File: config.mk
export PLATFORM = sky130hd
export DESIGN_NAME = audio_dac_out
export DESIGN_NICKNAME = d
export VERILOG_FILES = /design/src/rtl/audio_dac_out.sv
export SDC_FILE = /design/constraint.sdc
export NUM_CORES = 1
export LEC_CHECK = 0
export BUFFER_PORTS_ARGS = -buffer_cell sky130_fd_sc_hd__buf_2
export CAP_MARGIN = 15
export CORE_UTILIZATION = 64
export CTS_CLUSTER_DIAMETER = 120
export DETAILED_ROUTE_END_ITERATION = 8
export PLACE_DENSITY = 0.82
export SLEW_MARGIN = 15
export SYNTH_ARGS = -nofsm -noshare
export SYNTH_HDL_FRONTEND = slang
export SYNTH_SLANG_ARGS = --single-unit
export TNS_END_PERCENT = 1
File: constraint.sdc
create_clock -name clk -period 3.6 [get_ports clk]
set_input_delay 0.72 -clock clk [delete_from_list [all_inputs] [get_ports clk]]
set_output_delay 0.72 -clock clk [all_outputs]
set_load 0.05 [all_outputs]
File: src/rtl/audio_dac_out.sv
// Audio output stage: samples are gained with saturation, optionally DC-removed, then
// rendered on one pin as frame-based PWM or first-order sigma-delta, with starvation/overrun flags.
module audio_dac_out #(
    parameter int IN_W             = 16,
    parameter int PWM_BITS         = 8,
    parameter int DC_SHIFT         = 8,
    parameter int UNDERRUN_PERIODS = 16
) (
    input  logic            clk,
    input  logic            RST,
    input  logic [IN_W-1:0] in_sample,
    input  logic            in_tick,
    input  logic [3:0]      gain,
    input  logic            dc_en,
    input  logic            mode,
    output logic            pwm_out,
    output logic            underrun,
    output logic            overrun
);
    localparam int GW = IN_W + 15;
    localparam int AW = IN_W + DC_SHIFT + 1;
    localparam int DW = IN_W + 3;
    localparam int SW = $clog2(UNDERRUN_PERIODS + 1);
    localparam logic signed [DW-1:0] MID        = DW'(2 ** (IN_W - 1));
    localparam logic [SW-1:0]        STARVE_MAX = SW'(UNDERRUN_PERIODS);
    localparam logic [SW-1:0]        STARVE_LST = SW'(UNDERRUN_PERIODS - 1);

    // S1: gain shift with saturation
    logic [GW-1:0]   shifted;
    logic [IN_W-1:0] g1;
    logic            v1;

    assign shifted = GW'(in_sample) << gain;

    always_ff @(posedge clk) begin
        if (RST) begin
            g1 <= '0;
            v1 <= 1'b0;
        end else begin
            v1 <= in_tick;
            g1 <= (|shifted[GW-1:IN_W]) ? '1 : shifted[IN_W-1:0];
        end
    end

    // S2: leaky DC estimate removal, re-centred at midscale
    logic signed [AW-1:0] dc_acc;
    logic signed [IN_W:0] dc_est;
    logic signed [DW-1:0] d_wide;
    logic [IN_W-1:0]      d_clamp;
    logic [IN_W-1:0]      s2_val;

    assign dc_est = (IN_W + 1)'(dc_acc >>> DC_SHIFT);
    assign d_wide = DW'($signed({1'b0, g1})) - DW'(dc_est) + MID;
    assign s2_val = dc_en ? d_clamp : g1;

    always_comb begin
        d_clamp = d_wide[IN_W-1:0];
        if (d_wide[DW-1])
            d_clamp = '0;
        else if (|d_wide[DW-2:IN_W])
            d_clamp = '1;
    end

    // Output stage
    logic [PWM_BITS-1:0] cnt;
    logic [PWM_BITS-1:0] duty;
    logic [IN_W-1:0]     pending;
    logic                pend_v;
    logic                wr_q;
    logic                mode_act;
    logic [SW-1:0]       starve_cnt;
    logic [IN_W-1:0]     sd_acc;
    logic [IN_W:0]       sd_sum;
    logic                boundary;

    assign boundary = &cnt;
    assign sd_sum   = {1'b0, sd_acc} + {1'b0, pending};

    always_ff @(posedge clk) begin
        if (RST) begin
            cnt        <= '0;
            duty       <= '0;
            pending    <= '0;
            pend_v     <= 1'b0;
            wr_q       <= 1'b0;
            mode_act   <= 1'b0;
            starve_cnt <= '0;
            sd_acc     <= '0;
            dc_acc     <= '0;
            pwm_out    <= 1'b0;
            underrun   <= 1'b0;
            overrun    <= 1'b0;
        end else begin
            cnt     <= cnt + 1'b1;
            overrun <= v1 && pend_v;
            wr_q    <= v1;

            if (v1) begin
                pending <= s2_val;
                if (dc_en)
                    dc_acc <= dc_acc + AW'($signed({1'b0, g1})) - AW'(dc_est);
            end

            // a write landing on the boundary is consumed immediately
            if (boundary) begin
                duty     <= v1 ? s2_val[IN_W-1 -: PWM_BITS] : pending[IN_W-1 -: PWM_BITS];
                pend_v   <= 1'b0;
                mode_act <= mode;
            end else if (v1) begin
                pend_v <= 1'b1;
            end

            if (wr_q) begin
                starve_cnt <= '0;
                underrun   <= 1'b0;
            end else if (boundary && !pend_v && !v1) begin
                if (starve_cnt < STARVE_MAX)
                    starve_cnt <= starve_cnt + 1'b1;
                if (starve_cnt >= STARVE_LST)
                    underrun <= 1'b1;
            end

            if (boundary && (mode != mode_act))
                sd_acc <= '0;
            else
                sd_acc <= sd_sum[IN_W-1:0];

            if (mode_act)
                pwm_out <= sd_sum[IN_W];
            else
                pwm_out <= (cnt < duty);
        end
    end
endmodule

-- Word-level counts from Yosys, hierarchy flattened
Cells that the tools add are included.
Widths: inputs -> output; s select.
- register bits: 101
- logic and storage cells: 47
- output and inout bits: 3
- input bits: 25
- eq/ne operators: 1
- shift operators: 1
- mux-type cells: 6
- $add $sub $neg: 7
- order comparisons: 3
- reduce and logical (&&, ||, !) cells: 15
- operator list (cell ; count):
    $mux 16 ; 4
    $shl 16x4->31 ; 1
    $add 25x17->25 ; 1
    $sub 25x17->25 ; 1
    $add 18x17->19 const B ; 1
    $sub 17x17->18 ; 1
    $add 16x16->17 ; 1
    $reduce_or 15->1 ; 1
    $add 8x1->8 const B ; 1
    $lt 8x8->1 ; 1
    $mux 8 ; 1
    $reduce_and 8->1 ; 1
    $reduce_or 2->1 ; 4
    $reduce_and 2->1 ; 3
    $add 5x1->5 const B ; 1
    $ge 5x4->1 const B ; 1
    $lt 5x5->1 const B ; 1
    $logic_and 1x1->1 ; 4
    $logic_not 1->1 ; 2
    $mux 1 ; 1
    $ne 1x1->1 ; 1

-- Logic depth before layout (Yosys ltp)
- depth after elaboration: 7
- gate-level depth with buffers: 15
- mapped depth without buffers: 15

-- Worst setup path after synthesis
No wires, ideal clock.
- path kind: reg-to-reg
- from: register g1[1]
- to: register dc_acc[19]
- arrival: 3.073 ns
- setup slack: 0.421 ns
- buffers on the path: 0
- library setup time: 0.106 ns
- required time: 3.494 ns
- stages on the path, launching flop included: 14
- period minus slack after synthesis: 3.179 ns
- cell sequence: dfxtp_1 inv_1 fa_1 inv_1 ha_1 a21o_1 a21o_1 a21oi_1 o21a_1 o22ai_1 o41ai_2 o21bai_1 or4b_1 o311ai_0
- longest elaborated chain between the ends: 2
- ends and longest elaborated chain (what ; line ; RTL):
    from (decl) ; 30 ; logic [IN_W-1:0] g1;
    from (signal assigned) ; 41 ; g1 <= (|shifted[GW-1:IN_W]) ? '1 : shifted[IN_W-1:0];
    $add 25x17->25 ; 101 ; dc_acc <= dc_acc + AW'($signed({1'b0, g1})) - AW'(dc_est);
    $sub 25x17->25 ; 101 ;
    to (signal assigned) ; 101 ;
    to (decl) ; 46 ; logic signed [AW-1:0] dc_acc;
No other way between the ends.
A chain may end at the register's enable or synchronous reset.

-- Worst setup path after layout
Ends and elaborated chain as after synthesis.

==> impl.org <==
** Status
- The run finished, with violations left.
- Violations in the final reports :: design-rule violations

** Floorplanning
- The initialized floorplan defines 39 standard-cell rows.
- Die height :: 112.1 um
- The floorplan step defined a die boundary enclosing 12580 um2.
- During I/O placement, the number of pins put on the boundary was 28.
- Die Span X :: 112.1 um
- Core Area :: 11610 um2
- Once the floorplan was initialized, standard cells occupied between 60% and 70% of the core.

** STA
- Headroom to the max-slew limit :: a little over a third
- On the final layout, the worst clock skew is between 10 and 15 ps.
- Worst slew pin tran :: around 970 ps
- Final count of hold timing violations :: 0
- Share of the clock period used by the worst path :: between 90 and 100%
- Max Slew Vio Count :: 0
- Setup violations remaining at the end of the flow were counted as 0.
- On the final layout, the worst hold slack is 459.8 ps.
- Minimum period implied by the final worst setup slack :: around 3500 ps
- Fmax :: 283.7 MHz
- Setup_tns :: 0 ps

** Clocking
- After clock tree synthesis, the clock-pin slew on the worst setup and hold paths is 70 ps.
- Cell chosen for the clock root :: sky130_fd_sc_hd__clkbuf_16
- Hold repair after CTS inserted 0 buffers.
- Clock insertion delay at the later pin of the skew report :: 370 ps
- H-Tree Level Count :: 3
- TritonCTS clock tree :: yes
- Clock tree sinks :: 101
- In this run the deepest clock path goes through 2 buffers.
- CTS buffer count :: 9

** Synthesis
- Of all flip-flops after synthesis, the portion carrying an async set or reset was 0%.
- Sequential elements use 26.04% of the synthesized area.
- Number of nets produced by synthesis :: 1070
- Cell types with the largest area share after synthesis :: sky130_fd_sc_hd__dfxtp_1 (26%), sky130_fd_sc_hd__ha_1 (15%), sky130_fd_sc_hd__a21oi_1 (5.5%)
- After technology mapping, the gate count stands at 935.
- In the synthesized netlist the dominant register cell turns out to be sky130_fd_sc_hd__dfxtp_1.
- In the post-synthesis netlist, the cell with the most instances is sky130_fd_sc_hd__inv_1.
- After synthesis, the netlist uses 65 different library cells.
- The synthesized design contains 0 enable-type register cells.
- Most frequent cells after synthesis :: sky130_fd_sc_hd__inv_1 (105), sky130_fd_sc_hd__dfxtp_1 (101), sky130_fd_sc_hd__ha_1 (92)
- Synthesized area divided by synthesized cell count :: a little over 8 um2
- The Yosys step of the flow raised 0 warnings.
- sky130_fd_sc_hd__dfxtp_1 takes more of the synthesized area than any other cell.
- Summing every instance area after synthesis gives between 7000 and 8000 um2.
- The synthesized design contains 101 register bits.
- Top cell type's share of synthesized area :: 26.04%

** Routing
- Vias after detailed routing :: 6612
- Detailed-routing iteration count for the pre-antenna-repair pass :: 7
- Dividing the detail-routed wire length by the instance count gives 16.51 um.
- Once detail routing completed, the nets flagged for antenna violations numbered 0.
- Initial drt markers :: 461
- The final layout contains routed wiring with a total length of 18200 um.
- Dividing the detail-routed via count by the number of cells gives 6.000.
- Residual DRC count :: 1

** Job
- The tool flagged a number of max-cap violations equal to 0.

** Setup path
- FF-to-FF Start :: g1[1]
- The worst setup path is launched from a flip-flop.
- For the worst setup path, the data arrival time is roughly 3800 ps.
- At the worst endpoint, the required time is 3840 ps.
- By startpoint and endpoint, the worst setup path is classified as reg -> reg.
- Endpoint of the most critical register-to-register path :: dc_acc[19]
- Largest fanout of any net on the critical path :: 3
- Setup slack on the worst reg-to-reg path comes out at 80 ps.
- Measured in cells, the most critical reg-to-reg path has a length of 13.
- The worst setup path is captured at a flip-flop.
- Tracing the worst setup path back leads to its startpoint at g1[1].

** Global routing
- Overall overflow remaining after global route :: 0
- For this run, the total global-route usage over all layers was measured as 29.93%.
- Number of antenna violations at the first check in global routing :: 0
- The first global-routing pass estimated 29790 um of wire.
- Largest net degree at the start of global routing :: 38
- The via count of the first global-routing pass is 6299.

** Min path
- For hold timing, the worst endpoint is dc_acc[3].
- The startpoint identified for the worst hold timing path is dc_acc[3].
- Min-Delay Path Class :: reg -> reg
- Counting instances, the worst hold path has a depth of 2.

** Finish
- Filler cell count in the final layout :: between 900 and 1000
- Number of inserted diodes :: 0
- Ratio of cells with drive above 1 in the final layout :: 9.906%
- Final nets :: about 1100
- Final cell count without fillers :: 1102
- Area Growth Syn to Fin :: 7.929%

** Pwr
- The internal portion of the total power is ~2.7 mW.
- IR Drop Worst-Case VDD :: about 0.47 mV
- The analysis attributes to net switching a power of 1.776 mW.
- Part of the total power dissipated in combinational logic :: between 40 and 50%
- For this design the static power due to leakage is 3.715 nW.
- Power per cell area :: 528.4 nW/um2
- Power comes to approximately 4.4 mW.
- Of the total power, the share spent switching nets is 40.11%.
- Sequential cell fraction of total power :: 29.1%
- The share of total power dissipated in the clock network is 21.3%.

** Placed design
- Port buffering added 27 buffers.
- Inst Count DP :: 1084
- Routability cong. :: between 0.9 and 1
- Summed over all nets, the half-perimeter wirelength after detailed placement is about 14000 um.
layout make-up:
class,count,area (um2),area share [%]
Clock buffer,9,225.2,2.688
Inverter,105,394.1,4.704
Timing Repair Buffer,42,247.7,2.957
Clock inverter,6,53.80,0.6421
Sequential cell,101,2023,24.15
Multi-Input combinational cell,696,5256,62.73
Tap cell,143,178.9,2.135
cell usage in the layout, fill, tap and decap left out, drive strengths merged, types with 5 or more instances in the layout:
master and count:
nor3 20, o31ai 7, nand2b 13, o21a 11, or2 10, nand3 17
a211oi 11, o22ai 8, o32ai 6, inv 109, a21oi 86, nor2 81
mux2i 19, buf 42, dfxtp 101, mux4 8, nand4 6, o21bai 6
and3 10, fa 18, mux2 5, nand2 64, clkbuf 9, a311oi 6
nor2b 14, ha 92, a21o 27, a31oi 7, o21ai 54, xnor2 27
xor2 19
flip-flops by register name (all words and copies together), names as in the netlist:
signal	cells
dc_acc	25
g1	16
pending	16
sd_acc	16
cnt	8
duty	8
starve_cnt	5
mode_act	1
overrun	1
pend_v	1
pwm_out	1
underrun	1
v1	1
wr_q	1
per-stage QoR:
step	cell area (um2)	setup slack, ps	util, %
floorplan	7764	420.8	-
global placement	8039	207.1	69.22
detailed placement	8039	-46.32	69.22
CTS	8323	54.08	71.67
global route	8379	-73.93	72.15
finish	8379	75.64	72.15
timing repair:
action                     4_1_cts  5_1_grt
setup endpoints to repair        2       19
buffers inserted                 0        3
gates resized for setup          1        8
pin swaps                        0        4
critical path, stage by stage, from the launching register on:
cell and delay [ps]:
sky130_fd_sc_hd__dfxtp_2 360, sky130_fd_sc_hd__inv_1 60, sky130_fd_sc_hd__fa_1 590, sky130_fd_sc_hd__inv_1 60, sky130_fd_sc_hd__ha_1 290, sky130_fd_sc_hd__a21o_1 180
sky130_fd_sc_hd__a21o_1 220, sky130_fd_sc_hd__a21oi_2 210, sky130_fd_sc_hd__o21a_1 200, sky130_fd_sc_hd__o22ai_1 130, sky130_fd_sc_hd__o41ai_2 370, sky130_fd_sc_hd__o21bai_1 120
sky130_fd_sc_hd__or4b_1 490, sky130_fd_sc_hd__o311ai_0 120
routing by layer:
layer,GRT usage [%],up-vias,wire length [um],share of wire [%]
met3,6.317,43,855,4.7
met4,15.02,0,664,3.6
li1,-,3304,-,-
met5,0,-,0,0
met2,48.32,197,8486,47
met1,38.05,3068,8191,45
power groups by stage:
stage                     clock network [mW]  registers (mW)  logic, mW
after floorplan                            0            1.29       1.62
after global placement                     0            1.31       2.01
after detailed placement                   0            1.31       2.06
after CTS                              0.958            1.29       2.09
after global routing                    1.01            1.30       2.42
final                                  0.944            1.29       2.20
worst max path at each step:
stage	endpoint	slack (ps)
final	dc_acc[19]	80
after global routing	dc_acc[19]	-70
after CTS	dc_acc[19]	50
after detailed placement	dc_acc[24]	-50
after global placement	dc_acc[19]	210
after floorplan	dc_acc[19]	420
cell families (layout without fill, tap and decap cells):
kind of cell | Yosys count | count (layout) | synth area share (%)
AO/OA/AOI/OAI | 256 | 256 | 21.66
AND/OR/NAND/NOR | 252 | 252 | 15.41
flip-flops | 101 | 101 | 26.04
XOR/XNOR | 46 | 46 | 5.189
multiplexers | 32 | 32 | 5.495
buffers and inverters | 138 | 162 | 6.737
adder cells (fa/ha/maj) | 110 | 110 | 19.47
(Power assumes the default switching activity.)
